`config.mk`:
```
export PLATFORM = sky130hd
export DESIGN_NAME = clock_ctrl_flat
export DESIGN_NICKNAME = d
export VERILOG_FILES = /design/src/rtl/clock_ctrl_if.sv /design/src/rtl/clock_ctrl.sv /design/src/flat_wrapper.sv
export SDC_FILE = /design/constraint.sdc
export NUM_CORES = 1
export LEC_CHECK = 0
export ABC_AREA = 1
export BUFFER_PORTS_ARGS = -buffer_cell sky130_fd_sc_hd__buf_4
export CAP_MARGIN = 30
export CORE_ASPECT_RATIO = 0.75
export CORE_MARGIN = 2
export CORE_UTILIZATION = 50
export DETAILED_ROUTE_END_ITERATION = 6
export GPL_TIMING_DRIVEN = 0
export PLACE_DENSITY = 0.73
export SYNTH_ARGS = -nofsm -noshare
export SYNTH_HDL_FRONTEND = slang
export SYNTH_SLANG_ARGS = --single-unit
export TNS_END_PERCENT = 1
```
`constraint.sdc`:
```
create_clock -name clk_i -period 1.8 [get_ports clk_i]
set_clock_uncertainty 0.15 [all_clocks]
set_input_delay 0.18 -clock clk_i [delete_from_list [all_inputs] [get_ports clk_i]]
set_output_delay 0.18 -clock clk_i [all_outputs]
set_load 0.05 [all_outputs]
```
`src/rtl/clock_ctrl_if.sv`:
```
// Button/tick inputs and time/status outputs of the time-keeping controller.
// The master side drives ticks and buttons; the slave side is clock_ctrl itself.
interface clock_ctrl_if;
    logic       tick_i;
    logic       mode_i;
    logic       inc_i;
    logic [4:0] hours_o;
    logic [5:0] minutes_o;
    logic [5:0] seconds_o;
    logic [1:0] state_o;
    logic       blink_o;

    modport master (
        output tick_i, mode_i, inc_i,
        input  hours_o, minutes_o, seconds_o, state_o, blink_o
    );

    modport slave (
        input  tick_i, mode_i, inc_i,
        output hours_o, minutes_o, seconds_o, state_o, blink_o
    );
endinterface

```
`src/rtl/clock_ctrl.sv`:
```
// Time-keeping controller: advances hh:mm:ss on the 1 Hz tick in RUN and lets
// the user edit hours/minutes through a mode/increment button state machine.
module clock_ctrl #(
    parameter int MAX_HOUR = 23
) (
    input  logic         clk_i,
    input  logic         rstn_i,
    clock_ctrl_if.slave  bus
);

    typedef enum logic [1:0] {
        RUN      = 2'b00,
        SET_HOUR = 2'b01,
        SET_MIN  = 2'b10
    } state_e;

    localparam logic [4:0] HOUR_LAST = 5'(MAX_HOUR);
    localparam logic [5:0] MS_LAST   = 6'd59;

    state_e     state_q, state_d;
    logic [4:0] hours_q, hours_d;
    logic [5:0] minutes_q, minutes_d;
    logic [5:0] seconds_q, seconds_d;
    logic       blink_q, blink_d;
    logic       mode_prev_q, inc_prev_q;
    logic       mode_ev, inc_ev;
    logic       sec_last, min_last, hour_last;

    always_ff @(posedge clk_i or negedge rstn_i) begin
        if (!rstn_i) begin
            state_q     <= RUN;
            hours_q     <= '0;
            minutes_q   <= '0;
            seconds_q   <= '0;
            blink_q     <= 1'b0;
            mode_prev_q <= 1'b0;
            inc_prev_q  <= 1'b0;
        end else begin
            state_q     <= state_d;
            hours_q     <= hours_d;
            minutes_q   <= minutes_d;
            seconds_q   <= seconds_d;
            blink_q     <= blink_d;
            mode_prev_q <= bus.mode_i;
            inc_prev_q  <= bus.inc_i;
        end
    end

    always_comb begin
        // A mode press in the same cycle swallows any inc press.
        mode_ev   = bus.mode_i & ~mode_prev_q;
        inc_ev    = bus.inc_i & ~inc_prev_q & ~mode_ev;
        sec_last  = (seconds_q == MS_LAST);
        min_last  = (minutes_q == MS_LAST);
        hour_last = (hours_q == HOUR_LAST);

        state_d   = state_q;
        hours_d   = hours_q;
        minutes_d = minutes_q;
        seconds_d = seconds_q;
        blink_d   = blink_q;

        case (state_q)
            RUN: begin
                blink_d = 1'b0;
                if (bus.tick_i) begin
                    seconds_d = sec_last ? '0 : seconds_q + 6'd1;
                    if (sec_last)
                        minutes_d = min_last ? '0 : minutes_q + 6'd1;
                    if (sec_last && min_last)
                        hours_d = hour_last ? '0 : hours_q + 5'd1;
                end
                if (mode_ev) begin
                    state_d = SET_HOUR;
                    blink_d = 1'b1;
                end
            end
            SET_HOUR: begin
                if (mode_ev) begin
                    state_d = SET_MIN;
                    blink_d = 1'b1;
                end else begin
                    if (inc_ev)
                        hours_d = hour_last ? '0 : hours_q + 5'd1;
                    if (bus.tick_i)
                        blink_d = ~blink_q;
                end
            end
            SET_MIN: begin
                if (mode_ev) begin
                    // Leaving edit mode restarts the minute from :00.
                    state_d   = RUN;
                    seconds_d = '0;
                    blink_d   = 1'b0;
                end else begin
                    if (inc_ev)
                        minutes_d = min_last ? '0 : minutes_q + 6'd1;
                    if (bus.tick_i)
                        blink_d = ~blink_q;
                end
            end
            default: begin
                state_d = RUN;
                blink_d = 1'b0;
            end
        endcase
    end

    assign bus.hours_o   = hours_q;
    assign bus.minutes_o = minutes_q;
    assign bus.seconds_o = seconds_q;
    assign bus.state_o   = state_q;
    assign bus.blink_o   = blink_q;

endmodule

```
`src/flat_wrapper.sv`:
```
// flat-port wrapper written by rule: the top's interface ports become plain ports
module clock_ctrl_flat 
#(
    parameter int MAX_HOUR = 23
)
  (clk_i, rstn_i, bus_tick_i, bus_mode_i, bus_inc_i, bus_hours_o, bus_minutes_o, bus_seconds_o, bus_state_o, bus_blink_o);
  clock_ctrl_if bus_i ();
  input  logic clk_i;
  input  logic rstn_i;
  input wire logic [$bits(bus_i.tick_i)-1:0] bus_tick_i;
  input wire logic [$bits(bus_i.mode_i)-1:0] bus_mode_i;
  input wire logic [$bits(bus_i.inc_i)-1:0] bus_inc_i;
  output wire logic [$bits(bus_i.hours_o)-1:0] bus_hours_o;
  output wire logic [$bits(bus_i.minutes_o)-1:0] bus_minutes_o;
  output wire logic [$bits(bus_i.seconds_o)-1:0] bus_seconds_o;
  output wire logic [$bits(bus_i.state_o)-1:0] bus_state_o;
  output wire logic [$bits(bus_i.blink_o)-1:0] bus_blink_o;
  assign bus_i.tick_i = bus_tick_i;
  assign bus_i.mode_i = bus_mode_i;
  assign bus_i.inc_i = bus_inc_i;
  assign bus_hours_o = bus_i.hours_o;
  assign bus_minutes_o = bus_i.minutes_o;
  assign bus_seconds_o = bus_i.seconds_o;
  assign bus_state_o = bus_i.state_o;
  assign bus_blink_o = bus_i.blink_o;
  clock_ctrl #(.MAX_HOUR(MAX_HOUR)) u_core (.clk_i(clk_i), .rstn_i(rstn_i), .bus(bus_i));
endmodule
```
# Word level (Yosys, flattened, before mapping)
# Index checks and enable logic that the tools add are counted.
[word_totals]
out_inout_bits = 20
register_bits = 22
input_bits = 5
word_cells = 65
[op_classes]
n_eq_ne = 15
n_addsub = 3
reduce_logical = 8
bitwise_logic = 7
mux = 25
[ops]
columns = ["cell", "count"]
rows = [
  ["$mux 6", 8],
  ["$mux 5", 5],
  ["$pmux 6 s2", 2],
  ["$ne 2x1->1 const B", 7],
  ["$add 6x1->6 const B", 2],
  ["$eq 6x6->1 const B", 2],
  ["$pmux 5 s2", 1],
  ["$reduce_and 5->1", 2],
  ["$mux 2", 3],
  ["$ne 2x2->1 const B", 3],
  ["$pmux 2 s3", 1],
  ["$reduce_and 3->1", 2],
  ["$add 5x1->5 const B", 1],
  ["$eq 5x5->1 const B", 1],
  ["$mux 1", 4],
  ["$not 1->1", 4],
  ["$reduce_bool 2->1", 2],
  ["$and 1x1->1", 3],
  ["$pmux 1 s3", 1],
  ["$eq 2x1->1 const B", 1],
  ["$eq 2x2->1 const B", 1],
  ["$logic_not 2->1", 1],
  ["$logic_and 1x1->1", 1],
]

# Longest topological paths before layout
[logic_depth]
depth_word = 7
ltp_mapped = 9
depth_no_buf = 9

# Worst setup path before layout
# No wires, ideal clock.
[synth_timing]
path_kind = "flip-flop to flip-flop"
startpoint = "register u_core.minutes_q[0] (netlist: u_core.bus.minutes_o[0])"
endpoint = "register u_core.hours_q[3] (netlist: u_core.bus.hours_o[3])"
setup_ps = 120
required_ps = 1530
path_buffers = 0
path_stages_with_launch = 9
t_arrival_ps = 1535
slack_ps = -5
synth_period_minus_slack_ps = 1805
cell_sequence = "dfrtp_1 -> ha_1 -> nand2_1 -> nor2_4 -> nand2_2 -> nand2_4 -> nand2_4 -> nand2_1 -> nand2_1"
[synth_via]
elab_chain_cells = 4
[synth_rtl]
columns = ["item", "line_no", "rtl"]
rows = [
  ["start: declaration", "clock_ctrl.sv:22", "logic [5:0] minutes_q, minutes_d;"],
  ["start signal: assignment", "clock_ctrl.sv:41", "minutes_q <= minutes_d;"],
  ["$eq 6x6->1", "clock_ctrl.sv:54", "min_last = (minutes_q == MS_LAST);"],
  ["$logic_and 1x1->1", "clock_ctrl.sv:70", "if (sec_last && min_last)"],
  ["$ne 2x1->1 (no line)", "-", ""],
  ["$reduce_and 5->1 (no line)", "-", ""],
  ["end signal: assignment", "clock_ctrl.sv:40", "hours_q <= hours_d;"],
  ["end: declaration", "clock_ctrl.sv:21", "logic [4:0] hours_q, hours_d;"],
]
# No other way between the ends.
# A chain may end at the register's enable or synchronous reset.

# Final worst setup path
[layout_timing]
startpoint = "register u_core.minutes_q[1] (netlist: u_core.bus.minutes_o[1])"
endpoint = "register u_core.hours_q[4] (netlist: u_core.bus.hours_o[4])"
# The elaborated chain is that of the path after synthesis.

==> results.toml <==
[floorplanning]
core_mm2 = 0.002562
num_io_pins = 25
num_rows = 16
die_y_um = 48.56
dieArea_mm2 = 0.003079
die_w_um = 63.42
initial_utilization_pct = 51.66

[clock_tree]
cts-root-buf = "clkbuf_4"
insertion_delay_ns = 0.31
cts_setup_buffers = 0
clock-sinks = 22
clockBufferDepth = 2
htreeDepth = 1
cts_inserted_buffers = 3
path_clk_slew_ns = 0.12
cts_tree = "done"

[timing]
period_share_pct = 87.64
maxClockFrequency_mhz = 633.9
rsz0062_at_grt = "false"
worst_pin_slew_ns = 0.2783
whs_ns = 0.03768
slew-limit-headroom_pct = 81.45
hold_viol = 0
finalSetupViolCount = 0
period_needed_ns = 1.578
fin_tns_setup_ns = 0
slew_violations = 0

[grt]
grt_max_degree = 23
grt.total_usage_pct = 19.56
grt-ovfl-total = 0
grt_pass1_vias = 1135
antenna_found_initial = 0
grt_pass1_wl_mm = 4.830

[power_and_ir_drop]
vdd_ir_drop_max_uv = 927.3
power.density_mw_per_mm2 = 1783
power_leakage_nw = 0.8307

[layout]
fillers = 263
final_nets = 221
final_area_mm2 = 0.001612
multi_input_area_um2 = 686.9
drive_gt1_share_pct = 24.06
n_antenna_cell = 0
area_delta_synth_final_pct = 21.74
seqCellArea_um2 = 551.8
fin_cells = 248

[placed_design]
gp_congestion = 0.8421
hpwl_mm = 2.075
dp.cells = 241
placed_cell_area_mm2 = 0.001550
portBuffers = 24

[flow_run]
drv_cap = 0

[worst_setup_path]
crit_type = "flip-flop to flip-flop"
rr_worst_depth = 8
end_kind = "flip-flop"
crit_required_ns = 1.86
arrival_ns = 1.64
crit_path_start_kind = "flip-flop"
cp_max_fo = 6

[drt]
num_vias = 1226
wl_mm = 2.681
first_pass_iters = 4
avgRoutedWirePerCell_um = 10.81
drc_errors = 0
drt_iter0_markers = 79
postRouteAntennaNets = 0
viasPerCell = 4.944

[yosys]
yosys.area_share.simple_pct = 39.60
synth-compound-area-share_pct = 7.089
ys_top_cells_by_area = "dfrtp_1, nand2_1, nand3_1"
postSynthCellCount = 181
ys_types = 25
synth_seq_area_share_pct = 41.59
synthAdderAreaFrac_pct = 2.836
syn_nets = 189
yosys.area.top_type_share_pct = 41.59
synth_area_mm2 = 0.001324
ys_ff_latch = 22
synth_top_area_cell = "dfrtp_1"
avgSynthCellArea_um2 = 7.314
synth_warnings = 0
synth-xor-area-share_pct = 1.985
synth.area.mux_share_pct = 0
synth_top_family_by_area = "simple AND/OR/NAND/NOR gates"

[worst_hold_path]
min_path_type = "input pin to flip-flop"
hold_path_depth = 3

[outcome]
status = "finished clean"
-- placed cells by master, fill, tap and decap left out, drive strengths merged --
cell          n
o21ai         8
dlygate4sd3   3
clkbuf        4
nand2        68
nand4         2
nor2         23
nand3        19
nor3          1
ha            3
o21a          1
buf          25
a21oi         5
inv          23
o22ai         1
xnor2         1
o21bai        1
dfrtp        22
xor2          2
-- layer usage --
metal  share of wire, %  wire length [um]  GRT usage (%)  up-vias
met5                  0                 0              0        -
met4               0.56                15          4.348        0
met3                4.8               130          5.814        2
met2                 45              1203          31.23       29
met1                 50              1331          26.39      562
li1                   -                 -              -      633
-- critical path: stages, from the launching register on --
cell and delay, ns:
dfrtp_1 0.44, ha_1 0.22, nand2_1 0.10, nor2_4 0.18
nand2_2 0.09, nand2_4 0.10, nand2_4 0.08, nand2_1 0.07
nand2_1 0.05
-- metrics by stage --
stage | power (W) | util, % | setup WS [ns]
floorplan | 0.002172 | - | 0.02346
global placement | 0.002591 | 60.50 | 0.2615
detailed placement | 0.002642 | 60.50 | 0.2171
CTS | 0.002887 | 62.70 | 0.1977
global route | 0.003109 | 62.89 | 0.05495
finish | 0.002873 | 62.89 | 0.2225
-- where the power goes --
group	internal [W]	total, W	switching, W
clock	0.0000866	0.000233	0.000147
combinational	0.000537	0.00174	0.00121
sequential	0.000668	0.000896	0.000228
-- flip-flops by register name (all words and copies together), names as in the netlist --
register	cells
u_core.bus.minutes_o	6
u_core.bus.seconds_o	6
u_core.bus.hours_o	5
u_core.bus.state_o	2
u_core.bus.blink_o	1
u_core.inc_prev_q	1
u_core.mode_prev_q	1
-- cell type report --
class	count	area share (%)
Buffer	1	0.3106
Clock buffer	4	1.630
Inverter	23	5.357
Multi-Input combinational cell	135	42.62
Sequential cell	22	34.24
Tap cell	36	2.795
Timing Repair Buffer	27	13.04
-- logic make-up (layout without fill, tap and decap cells) --
family / Yosys count / after routing
AOI/OAI and AO/OA: 16 / 16
xor gates and xnor gates: 3 / 3
adders and majority gates: 3 / 3
buffers and inverters: 24 / 55
DFF: 22 / 22
and+or+nand+nor: 113 / 113
-- synth_stat cells (all sizes together) --
cell type / n
nor3: 1
o22ai: 1
dfrtp: 22
nor2: 23
nand4: 2
o21a: 1
ha: 3
xnor2: 1
xor2: 2
o21bai: 1
o21ai: 8
a21oi: 5
nand2: 68
buf: 1
nand3: 19
inv: 23
-- worst paths after layout --
check | slack [ns] | startpoint | endpoint
max | 0.22 | u_core.bus.minutes_o[1] | u_core.bus.hours_o[4]
min | 0.04 | bus_tick_i | u_core.bus.blink_o
max reg2reg | 0.22 | u_core.bus.minutes_o[1] | u_core.bus.hours_o[4]
min reg2reg | 0.39 | u_core.bus.seconds_o[0] | u_core.bus.seconds_o[0]
max in group asynchronous | 1.13 | rstn_i | u_core.bus.minutes_o[0]
min in group asynchronous | 0.13 | rstn_i | u_core.bus.seconds_o[0]
-- repair_timing --
action | CTS | global route
endpoints found under the setup margin | 0 | 1
hold buffers | 3 | 0
resized for setup | 0 | 1
hold endpoints to repair | 24 | 0
Power figures use the tool's default switching activity.
